## src/rtl/reg_write_queue.sv

```systemverilog
// Write-buffering FIFO in front of the register file write port, with read forwarding.
// Optional macro REG_WRITE_QUEUE_COALESCE_EN merges a request into the youngest entry on an address match.
module reg_write_queue #(
  parameter int WORD_LEN = 8,
  parameter int ADDR_LEN = 4,
  parameter int DEPTH    = 4
) (
  input  logic                      clk,
  input  logic                      rst_n,
  input  logic                      in_valid,
  output logic                      in_ready,
  input  logic [ADDR_LEN-1:0]       in_addr,
  input  logic [WORD_LEN-1:0]       in_data,
  input  logic                      drain_en,
  output logic                      wr_en,
  output logic [ADDR_LEN-1:0]       wr_addr,
  output logic [WORD_LEN-1:0]       wr_data,
  input  logic [ADDR_LEN-1:0]       fwd_addr_a,
  input  logic [ADDR_LEN-1:0]       fwd_addr_b,
  output logic                      fwd_hit_a,
  output logic [WORD_LEN-1:0]       fwd_data_a,
  output logic                      fwd_hit_b,
  output logic [WORD_LEN-1:0]       fwd_data_b,
  output logic [$clog2(DEPTH):0]    count,
  output logic                      empty,
  output logic                      full
);

  localparam int PTR_W = $clog2(DEPTH);
  localparam int CNT_W = PTR_W + 1;

  logic [ADDR_LEN-1:0] q_addr [DEPTH];
  logic [WORD_LEN-1:0] q_data [DEPTH];
  logic [PTR_W-1:0]    head;
  logic [PTR_W-1:0]    tail;
  logic                push;
  logic                pop;
  logic                merge;
  logic                alloc;

  assign empty    = (count == '0);
  assign full     = (count == CNT_W'(DEPTH));
  assign in_ready = rst_n && !full;
  assign pop      = rst_n && drain_en && !empty;
  assign wr_en    = pop;
  assign wr_addr  = q_addr[head];
  assign wr_data  = q_data[head];
  assign push     = in_valid && in_ready;

`ifdef REG_WRITE_QUEUE_COALESCE_EN
  logic [PTR_W-1:0] young;
  assign young = tail - PTR_W'(1);
  // The youngest entry is only mergeable if it is not leaving this cycle.
  assign merge = push && !empty && (q_addr[young] == in_addr)
                 && !(pop && (count == CNT_W'(1)));
`else
  assign merge = 1'b0;
`endif

  assign alloc = push && !merge;

  always_ff @(posedge clk) begin
    if (!rst_n) begin
      count <= '0;
      head  <= '0;
      tail  <= '0;
    end else begin
      if (alloc) tail <= tail + PTR_W'(1);
      if (pop)   head <= head + PTR_W'(1);
      case ({alloc, pop})
        2'b10:   count <= count + CNT_W'(1);
        2'b01:   count <= count - CNT_W'(1);
        default: ;
      endcase
    end
  end

  // Entry storage carries no reset; validity comes only from count.
  always_ff @(posedge clk) begin
    if (alloc) begin
      q_addr[tail] <= in_addr;
      q_data[tail] <= in_data;
    end
`ifdef REG_WRITE_QUEUE_COALESCE_EN
    if (merge) q_data[young] <= in_data;
`endif
  end

  // Scan oldest to youngest so the last match (youngest) wins.
  always_comb begin
    fwd_hit_a  = 1'b0;
    fwd_data_a = '0;
    fwd_hit_b  = 1'b0;
    fwd_data_b = '0;
    for (int i = 0; i < DEPTH; i++) begin
      if (CNT_W'(i) < count) begin
        if (q_addr[head + PTR_W'(i)] == fwd_addr_a) begin
          fwd_hit_a  = 1'b1;
          fwd_data_a = q_data[head + PTR_W'(i)];
        end
        if (q_addr[head + PTR_W'(i)] == fwd_addr_b) begin
          fwd_hit_b  = 1'b1;
          fwd_data_b = q_data[head + PTR_W'(i)];
        end
      end
    end
  end

endmodule

```

## config.mk

```make
export PLATFORM = sky130hd
export DESIGN_NAME = reg_write_queue
export DESIGN_NICKNAME = d
export VERILOG_FILES = /design/src/rtl/reg_write_queue.sv
export SDC_FILE = /design/constraint.sdc
export NUM_CORES = 1
export LEC_CHECK = 0
export BUFFER_PORTS_ARGS = -buffer_cell sky130_fd_sc_hd__buf_4
export CELL_PAD_IN_SITES_DETAIL_PLACEMENT = 1
export CELL_PAD_IN_SITES_GLOBAL_PLACEMENT = 2
export CORE_MARGIN = 5
export CORE_UTILIZATION = 35
export CTS_BUF_LIST = sky130_fd_sc_hd__clkbuf_8
export CTS_CLUSTER_SIZE = 28
export DETAILED_ROUTE_END_ITERATION = 8
export GPL_TIMING_DRIVEN = 0
export PLACE_DENSITY_LB_ADDON = 0.2
export SLEW_MARGIN = 20
export SYNTH_ARGS = -nofsm -noshare
export SYNTH_HDL_FRONTEND = slang
export SYNTH_SLANG_ARGS = --single-unit
```

## constraint.sdc

```tcl
create_clock -name clk -period 3.6 [get_ports clk]
set_clock_uncertainty 0.05 [all_clocks]
set_input_delay 0.9 -clock clk [delete_from_list [all_inputs] [get_ports clk]]
set_output_delay 0.9 -clock clk [all_outputs]
set_load 0.1 [all_outputs]
```

==> results of run 1 <==
[flip-flops by register name, summed over array words and instances (netlist names), named ones only]
signal and count:
count 3, head 2, q_addr 16, q_data 32
tail 2
[power groups by stage]
stage                     combinational, mW  sequential (mW)  clock [mW]
final                                  1.01            0.771       0.554
after CTS                             0.930            0.768       0.568
after global routing                   1.06            0.775       0.593
after detailed placement              0.863            0.781           0
after floorplan                       0.652            0.797           0
after global placement                0.855            0.779           0
[worst paths after layout]
kind                                from             to  slack [ns]  cells past startpoint
worst max-delay path             head[0]  fwd_data_a[0]       -0.16                      9
worst min register to register   tail[1]        tail[1]        0.46                      2
worst min-delay path             tail[1]        tail[1]        0.46                      2
worst max register to register  count[2]       count[2]        1.37                      8
[cell usage in the layout (no fill, tap or decap), drive strengths merged]
cell type,count
nor2,17
mux2,17
nand3,4
mux4,25
a21oi,7
and2,7
a31oi,1
inv,10
or3,4
a21boi,1
nand2,28
nor3b,1
clkinv,4
mux2i,16
o22ai,1
ha,9
and4,2
and3,7
o21bai,2
o31ai,1
dfxtp,9
nand4,2
a31o,2
nand2b,3
o21ai,18
buf,93
o211ai,2
a221oi,29
clkbuf,18
xnor2,29
edfxtp,48
a21o,1
nor4,2
bufinv,1
a211oi,3
or2,1
xor2,6
[final cells by class]
type | count | area, µm² | area share [%]
buffer | 16 | 139 | 2.30
clock buffer | 10 | 138 | 2.28
clock inverter | 6 | 51.3 | 0.849
inverter | 9 | 33.8 | 0.559
multi-input combinational | 248 | 2920 | 48.4
sequential | 57 | 1630 | 27.0
tap | 143 | 179 | 2.96
timing repair buffer | 85 | 947 | 15.7
[repair_timing]
action / in CTS / in global routing
cloned: 1 / 1
endpoints found under the setup margin: 18 / 18
resized for setup: 86 / 43
setup buffers: 9 / 16
pin swaps: 15 / 10
[metrics by stage]
step,setup WS [ns],power (mW)
3_5_place_dp,-0.447,1.64
4_1_cts,-0.202,2.27
5_1_grt,-0.286,2.43
3_3_place_gp,-0.921,1.63
2_1_floorplan,-0.841,1.45
6_report,-0.162,2.34
[cell families (layout without fill, tap and decap cells)]
kind of cell,after synthesis,after routing,synth area share (%)
xor+xnor,35,35,7.68
fa+ha+maj,9,9,2.82
mux,58,58,23.1
flops,57,57,40.7
simple gates,78,78,10.2
compound gates,67,68,12.6
buf+inv,25,126,2.98
[metal layers]
layer  track usage, %  vias up
li1                 -     1490
met1             25.9     1614
met4             5.28        0
met3             2.38       11
met2             28.6       72
met5                0        -
[worst max-delay path, stage by stage (launching register included)]
cell      delay, ns
dfxtp_2        0.36
buf_8          0.15
mux4_2         0.57
xnor2_1        0.23
and4_4         0.28
a211oi_4       0.07
buf_12         0.17
a221oi_2       0.38
a221oi_4       0.07
buf_12         0.20
==> results.py, run 1 <==
metrics = {
    "yosys": {
        "syn_avg_cell_area_um2": 12.1,
        "yosys.area.top_type_share_pct": 36.1,
        "synthCells": 329,
        "synth_edf_count": 48,
        "synth_warnings": 0,
        "async_reset_ff_share_pct": 0,
        "ys_seq_area_share_pct": 40.7,
        "syn_area_um2": 3990,
        "synth_seq_cells": 57,
        "syn_nets": 362,
        "yosysTopAreaCell": "edfxtp_1",
        "synth.top_cells.by_count": "edfxtp_1 (48), a221oi_1 (29), xnor2_1 (29)",
        "synth-main-ff-cell": "edfxtp_1",
        "synth.most_common_cell": "edfxtp_1",
        "synth_cell_types": 45,
        "synth_area_leaders": "edfxtp_1 (36%), mux4_2 (13%), a221oi_1 (6.4%)",
    },
    "power": {
        "p_clk_share_pct": 23.7,
        "leakage_nw": 2.11,
        "sequentialPowerShare_pct": 33.0,
        "sw_frac_of_total_pct": 38.5,
        "combPwrFrac_pct": 43.3,
        "p_per_area_nw_per_um2": 387,
        "peakVddDrop_mv": 0.241,
        "power_switching_mw": 0.901,
        "internal_power_mw": 1.44,
    },
    "setup_path": {
        "endpoint_kind": "primary output",
        "setup.worst_path.start_class": "flip-flop",
        "path_class": "reg -> out",
        "cp.required_ns": 2.65,
        "cp_max_fo": 7,
        "crit_arrival_ns": 2.81,
    },
    "clock_network": {
        "cts_max_path_buffers": 2,
        "cts_root_buf": "clkbuf_8",
        "cts.sinks": 57,
        "clkLatencyLatePin_ns": 0.32,
        "clk_pin_slew_ns": 0.06,
        "htree_levels": 3,
        "hold_buffers": 0,
        "tritoncts": "yes",
        "numCtsBuffers": 9,
    },
    "run_status": {
        "status": "finished with violations",
        "failed_checks": "negative setup slack",
    },
    "place": {
        "place_inst": 533,
        "gp_congestion": 0.778,
        "portBuffers": 60,
        "dpl.hpwl_um": 9040,
        "placed_area_um2": 5000,
    },
    "sta": {
        "fin_tns_setup_ns": -1.89,
        "finalSetupViolCount": 16,
        "period_needed_ns": 3.76,
        "drv_slew": 0,
        "fin_ws_ns": -0.162,
        "hold_viol": 0,
        "fmax_ghz": 0.266,
        "slew_headroom_pct": 45.6,
        "timing.final.crit_share_pct": 104,
        "rsz0062_at_grt": "yes",
        "worst_pin_slew_ns": 0.808,
        "whs_ns": 0.457,
    },
    "floorplanning": {
        "die_w_um": 117,
        "io_pins": 61,
        "fp.dieArea_um2": 13600,
        "row_count": 39,
        "core_um2": 11300,
        "fp.dieH_um": 117,
        "start_util_pct": 35.4,
    },
    "route": {
        "routed-wl-met2_um": 5910,
        "highest_layer": "met4",
        "wirelength_met1_um": 5910,
        "detail-route-antenna-nets": 0,
        "drtIter0Drc": 183,
        "route.met3.wl_um": 438,
        "wirelength_um": 12400,
        "via_count": 3187,
        "wl_per_cell_um": 21.6,
        "first_pass_iters": 4,
        "drc": 0,
        "via_per_inst": 5.55,
    },
    "cells_and_area": {
        "final_nets": 459,
        "layout-drive-gt1-share_pct": 52.0,
        "post-route-cell-area_um2": 6040,
        "nFillCells": 1108,
        "area_delta_synth_final_pct": 51.5,
        "finish.utilization_pct": 53.6,
        "final_cells": 574,
        "diodes": 0,
    },
    "hold_path": {
        "hp-class": "reg -> reg",
    },
    "global_route": {
        "grt-ovfl-total": 0,
        "antenna_found_initial": 0,
        "grt_pass1_wl_um": 18600,
        "grtUsageTotal_pct": 18.0,
        "first_global_vias": 3349,
        "grt_max_degree": 13,
    },
    "flow_run": {
        "cap_violations": 0,
    },
}
(Power assumes the default switching activity.)
==> run 2, diff against run 1 <==
--- a/config.mk
+++ b/config.mk
@@ -8,7 +8,8 @@
 export BUFFER_PORTS_ARGS = -buffer_cell sky130_fd_sc_hd__buf_4
 export CELL_PAD_IN_SITES_DETAIL_PLACEMENT = 1
 export CELL_PAD_IN_SITES_GLOBAL_PLACEMENT = 2
-export CORE_MARGIN = 5
+export CORE_ASPECT_RATIO = 1.4
+export CORE_MARGIN = 4
 export CORE_UTILIZATION = 35
 export CTS_BUF_LIST = sky130_fd_sc_hd__clkbuf_8
 export CTS_CLUSTER_SIZE = 28
==> results.py, run 2 (same netlist as run 1, synthesis figures left out) <==
metrics = {
    "run_status": {
        "status": "finished with violations",
        "failed_checks": "negative setup slack",
    },
    "global_route": {
        "grtUsageTotal_pct": 18.9,
        "grt_max_degree": 13,
        "grt_use_met1_pct": 22.7,
        "top_usage_layer": "met2",
        "globalRouteMet2Util_pct": 34.4,
        "antenna_found_initial": 0,
        "grt-ovfl-total": 0,
        "grt_pass1_wl_um": 19000,
        "first_global_vias": 3382,
        "grt_use_met3_pct": 3.17,
    },
    "place": {
        "portBuffers": 60,
        "gp_congestion": 0.796,
        "dpl.hpwl_um": 9000,
    },
    "setup_path": {
        "cp-endpoint": "fwd_data_a[0]",
        "ff2ff_path_depth": 7,
        "timing.rr.end": "count[2]",
        "setup.worst_path.start_class": "flip-flop",
        "endpoint_kind": "primary output",
        "path_class": "reg -> out",
        "r2r_start": "count[2]",
        "crit_arrival_ns": 2.79,
        "cp.required_ns": 2.65,
        "cp_max_fo": 7,
        "crit_start": "head[1]",
        "regToRegSetupSlack_ns": 1.45,
    },
    "route": {
        "drtIter0Drc": 110,
        "first_pass_iters": 4,
        "via_count": 3185,
        "wl_per_cell_um": 22.6,
        "detail-route-antenna-nets": 0,
        "wirelength_um": 12700,
        "drc": 0,
        "via_per_inst": 5.64,
    },
    "cells_and_area": {
        "largest_register_ffs": 32,
        "finish.utilization_pct": 54.6,
        "top_regs": "q_data: 32 flops, q_addr: 16 flops, count: 3 flops",
        "top_register": "q_data",
        "diodes": 0,
        "final_cell_mix": "buf_4 (53), edfxtp_1 (48), nand2_1 (27)",
        "final_nets": 453,
        "layout_commonest_cell": "buf_4",
        "layout-drive-gt1-share_pct": 51.9,
        "area_delta_synth_final_pct": 50.3,
    },
    "sta": {
        "finalSetupViolCount": 16,
        "rsz0062_at_grt": "yes",
        "drv_slew": 0,
        "fmax_ghz": 0.267,
        "fin_ws_ns": -0.142,
        "whs_ns": 0.456,
        "hold_viol": 0,
        "slew_headroom_pct": 46.8,
        "worst_pin_slew_ns": 0.789,
        "timing.final.crit_share_pct": 104,
        "period_needed_ns": 3.74,
    },
    "clock_network": {
        "tritoncts": "yes",
        "clkLatencyLatePin_ns": 0.33,
        "cts_root_buf": "clkbuf_8",
        "cts_max_path_buffers": 2,
        "numCtsBuffers": 9,
        "clk_pin_slew_ns": 0.06,
        "cts.sinks": 57,
        "htree_levels": 3,
    },
    "power": {
        "peakVddDrop_mv": 0.330,
        "leakage_nw": 2.09,
        "p_per_area_nw_per_um2": 388,
    },
    "floorplanning": {
        "io_pins": 61,
        "fp.dieH_um": 134,
        "core_um2": 11000,
        "start_util_pct": 36.3,
        "row_count": 45,
        "fp.dieArea_um2": 13200,
        "die_w_um": 98.2,
    },
    "hold_path": {
        "hp-class": "reg -> reg",
    },
    "flow_run": {
        "cap_violations": 0,
    },
}
run 2: area by class of cell:
type                            instances  area [µm²]
Sequential cell                        57        1630
Buffer                                 16         140
Inverter                                9        33.8
Clock inverter                          5        47.5
Multi-Input combinational cell        248        2930
Tap cell                              141         176
Timing Repair Buffer                   79         900
Fill cell                            1099        4980
Clock buffer                           10         138
run 2: metal layers:
layer / up-vias / routed length (µm)
li1: 1480 / -
met1: 1602 / 5210
met2: 85 / 6870
met3: 18 / 438
met4: 0 / 222
met5: - / 0
run 2: worst min path at each step:
stage / start / to / slack, ns / cells past startpoint
floorplan: tail[1] / tail[1] / 0.42 / 2
CTS: tail[1] / tail[1] / 0.46 / 2
global route: tail[1] / tail[1] / 0.54 / 2
detailed placement: tail[1] / tail[1] / 0.45 / 2
finish: tail[1] / tail[1] / 0.46 / 2
global placement: tail[1] / tail[1] / 0.43 / 2
run 2: power by group:
| group | leakage [nW] | total, mW | switching [mW] | internal (mW) |
|---|---|---|---|---|
| Clock | 0.101 | 0.553 | 0.227 | 0.327 |
| Sequential | 0.513 | 0.770 | 0.0260 | 0.744 |
| Combinational | 1.48 | 1.00 | 0.649 | 0.353 |
| Total | 2.09 | 2.32 | 0.901 | 1.42 |
run 2: what timing repair did:
action / CTS / global route
gates resized for setup: 105 / 30
pin swaps: 22 / 9
hold buffers: 0 / 0
cloned: 1 / 0
setup endpoints to repair: 18 / 18
buffers inserted: 10 / 9
endpoints found under the hold margin: 0 / 0
run 2: worst max-delay path, stage by stage (launching register included):
cell and delay (ns):
dfxtp_2 0.33, buf_8 0.13, mux4_2 0.57, xor2_2 0.18, nor4_4 0.36, buf_6 0.17
nor2_4 0.04, buf_12 0.14, a221oi_4 0.30, buf_12 0.22
run 2: per-stage QoR:
step | total power [mW] | std cells | cell area [µm²] | setup TNS [ns] | setup WS, ns
finish | 2.32 | 565 | 6000 | -1.88 | -0.142
detailed placement | 1.64 | 532 | 5000 | -5.08 | -0.475
global placement | 1.63 | 530 | 4990 | -11.14 | -0.962
floorplan | 1.45 | 329 | 4360 | -9.85 | -0.841
global route | 2.42 | 565 | 6000 | -3.80 | -0.269
CTS | 2.28 | 558 | 5770 | -1.86 | -0.134
==> run 3, diff against run 2 <==
--- a/config.mk
+++ b/config.mk
@@ -16,7 +16,6 @@
 export DETAILED_ROUTE_END_ITERATION = 8
 export GPL_TIMING_DRIVEN = 0
 export PLACE_DENSITY_LB_ADDON = 0.2
-export SLEW_MARGIN = 20
 export SYNTH_ARGS = -nofsm -noshare
 export SYNTH_HDL_FRONTEND = slang
 export SYNTH_SLANG_ARGS = --single-unit
==> constraint.sdc (replaced) <==
create_clock -name clk -period 3.6 [get_ports clk]
set_clock_uncertainty 0.05 [all_clocks]
set_input_delay 0.54 -clock clk [delete_from_list [all_inputs] [get_ports clk]]
set_output_delay 0.54 -clock clk [all_outputs]
set_load 0.1 [all_outputs]
==> results.py, run 3 (same netlist as run 1, synthesis figures left out) <==
metrics = {
    "run_status": {
        "status": "complete, no violations",
    },
    "global_route": {
        "grt-ovfl-total": 0,
        "grt_max_degree": 13,
        "antenna_found_initial": 0,
        "grt_pass1_wl_um": 18800,
        "first_global_vias": 3321,
        "grtUsageTotal_pct": 18.6,
    },
    "route": {
        "wirelength_um": 12300,
        "wl_per_cell_um": 22.1,
        "detail-route-antenna-nets": 0,
        "drc": 0,
        "first_pass_iters": 4,
        "via_per_inst": 5.64,
        "via_count": 3144,
        "drtIter0Drc": 127,
    },
    "power": {
        "p_per_area_nw_per_um2": 420,
        "leakage_nw": 1.96,
        "peakVddDrop_mv": 0.398,
    },
    "sta": {
        "slew_headroom_pct": 49.6,
        "rsz0062_at_grt": "no",
        "worst_pin_slew_ns": 0.748,
        "fin_tns_setup_ns": 0,
        "finalSetupViolCount": 0,
        "period_needed_ns": 3.48,
        "drv_slew": 0,
        "fmax_ghz": 0.287,
        "timing.final.crit_share_pct": 96.7,
        "hold_viol": 0,
    },
    "place": {
        "gp_congestion": 0.755,
        "place_inst": 531,
        "portBuffers": 60,
        "dpl.hpwl_um": 9230,
    },
    "setup_path": {
        "cp_max_fo": 8,
        "setup.worst_path.start_class": "flip-flop",
        "cpLargestDelayFamily": "multiplexers",
        "cpMostUsedCell": "buf_6",
        "crit_arrival_ns": 2.89,
        "worst-path-buf-inv": 4,
        "cp.required_ns": 3.01,
        "endpoint_kind": "primary output",
        "crit_slowest_cell": "mux4_2",
        "crit_chain": "buf_6, mux4_2, mux2_2, nor4_4, buf_6, nor3b_4, buf_12, a221oi_4, buf_8",
        "path_class": "reg -> out",
        "max_stage_delay_ns": 0.55,
    },
    "flow_run": {
        "cap_violations": 0,
    },
    "clock_network": {
        "htree_levels": 3,
        "tritoncts": "yes",
        "cts_max_path_buffers": 2,
        "clkLatencyLatePin_ns": 0.33,
        "clk_pin_slew_ns": 0.07,
        "cts.sinks": 57,
        "numCtsBuffers": 9,
        "cts_root_buf": "clkbuf_8",
        "hold_buffers": 0,
    },
    "cells_and_area": {
        "diodes": 0,
        "area_delta_synth_final_pct": 40.3,
        "nFillCells": 1126,
        "top_register": "q_data",
        "layout_commonest_cell": "buf_4",
        "largest_register_ffs": 32,
        "layout-drive-gt1-share_pct": 44.5,
        "top_regs": "q_data: 32 flops, q_addr: 16 flops, count: 3 flops",
        "final_cells": 557,
        "final_nets": 444,
        "final_cell_mix": "buf_4 (51), edfxtp_1 (48), nand2_1 (27)",
    },
    "floorplanning": {
        "fp.dieArea_um2": 13200,
        "core_um2": 11000,
        "row_count": 45,
        "io_pins": 61,
        "start_util_pct": 36.3,
        "die_w_um": 98.2,
        "fp.dieH_um": 134,
    },
    "hold_path": {
        "hp-class": "in -> reg",
    },
}
## run 3: cell types whose count changed in the layout (fill, tap and decap cells not counted), sizes merged
| cell | previous run | this run |
|---|---|---|
| buf | 89 | 79 |
| bufinv | 1 | 2 |
| clkinv | 4 | 1 |
| clkbuf | 16 | 19 |
| inv | 9 | 10 |
## run 3: per-stage QoR
stage / util [%] / area [µm²] / power, mW / worst slack, ns / hold slack (ns)
finish: 51.0 / 5600 / 2.35 / 0.118 / 0.352
global route: 51.0 / 5600 / 2.46 / 0.00244 / 0.337
CTS: 49.3 / 5410 / 2.34 / 0.00114 / 0.338
detailed placement: 45.3 / 4970 / 1.65 / -0.109 / 0.472
global placement: 45.2 / 4960 / 1.63 / -0.507 / 0.441
floorplan: - / 4340 / 1.45 / -0.441 / 0.419
## run 3: path summary, 6_finish.rpt
| check | from | end | slack (ns) | depth (start not counted) |
|---|---|---|---|---|
| worst min-delay path | in_data[4] | q_data[0][4] | 0.35 | 1 |
| worst min register to register | tail[1] | tail[1] | 0.47 | 2 |
| worst max-delay path | head[1] | fwd_data_b[7] | 0.12 | 9 |
| worst max register to register | count[0] | count[2] | 1.21 | 8 |
## run 3: repair_timing
| action | in CTS | in global routing |
|---|---|---|
| pin swaps | 5 | 3 |
| setup endpoints to repair | 17 | 16 |
| buffers inserted | 8 | 1 |
| resized for setup | 33 | 33 |
| gates cloned | 0 | 1 |
## run 3: cell type report
| class | count | area (µm²) | share of cell area (%) |
|---|---|---|---|
| clock buffers | 12 | 165 | 2.95 |
| multi-input cells | 248 | 2710 | 48.5 |
| flip-flops and latches | 57 | 1630 | 29.1 |
| clock inverters | 4 | 67.6 | 1.21 |
| plain buffers | 16 | 109 | 1.94 |
| inverters | 9 | 33.8 | 0.603 |
| repair buffers | 70 | 702 | 12.5 |
| well taps | 141 | 176 | 3.15 |
## run 3: power by group
group          switching (mW)  internal [mW]
registers              0.0247          0.743
clock network           0.228          0.441
logic                   0.615          0.299
## run 3: routing by layer
layer	vias to the layer above	part of all wire, %	wire length [µm]	track usage (%)
met5	-	0	0	0
met4	0	2.1	257	4.94
li1	1463	-	-	-
met3	16	4.0	486	3.02
met2	82	54	6600	33.7
met1	1583	40	4950	22.8
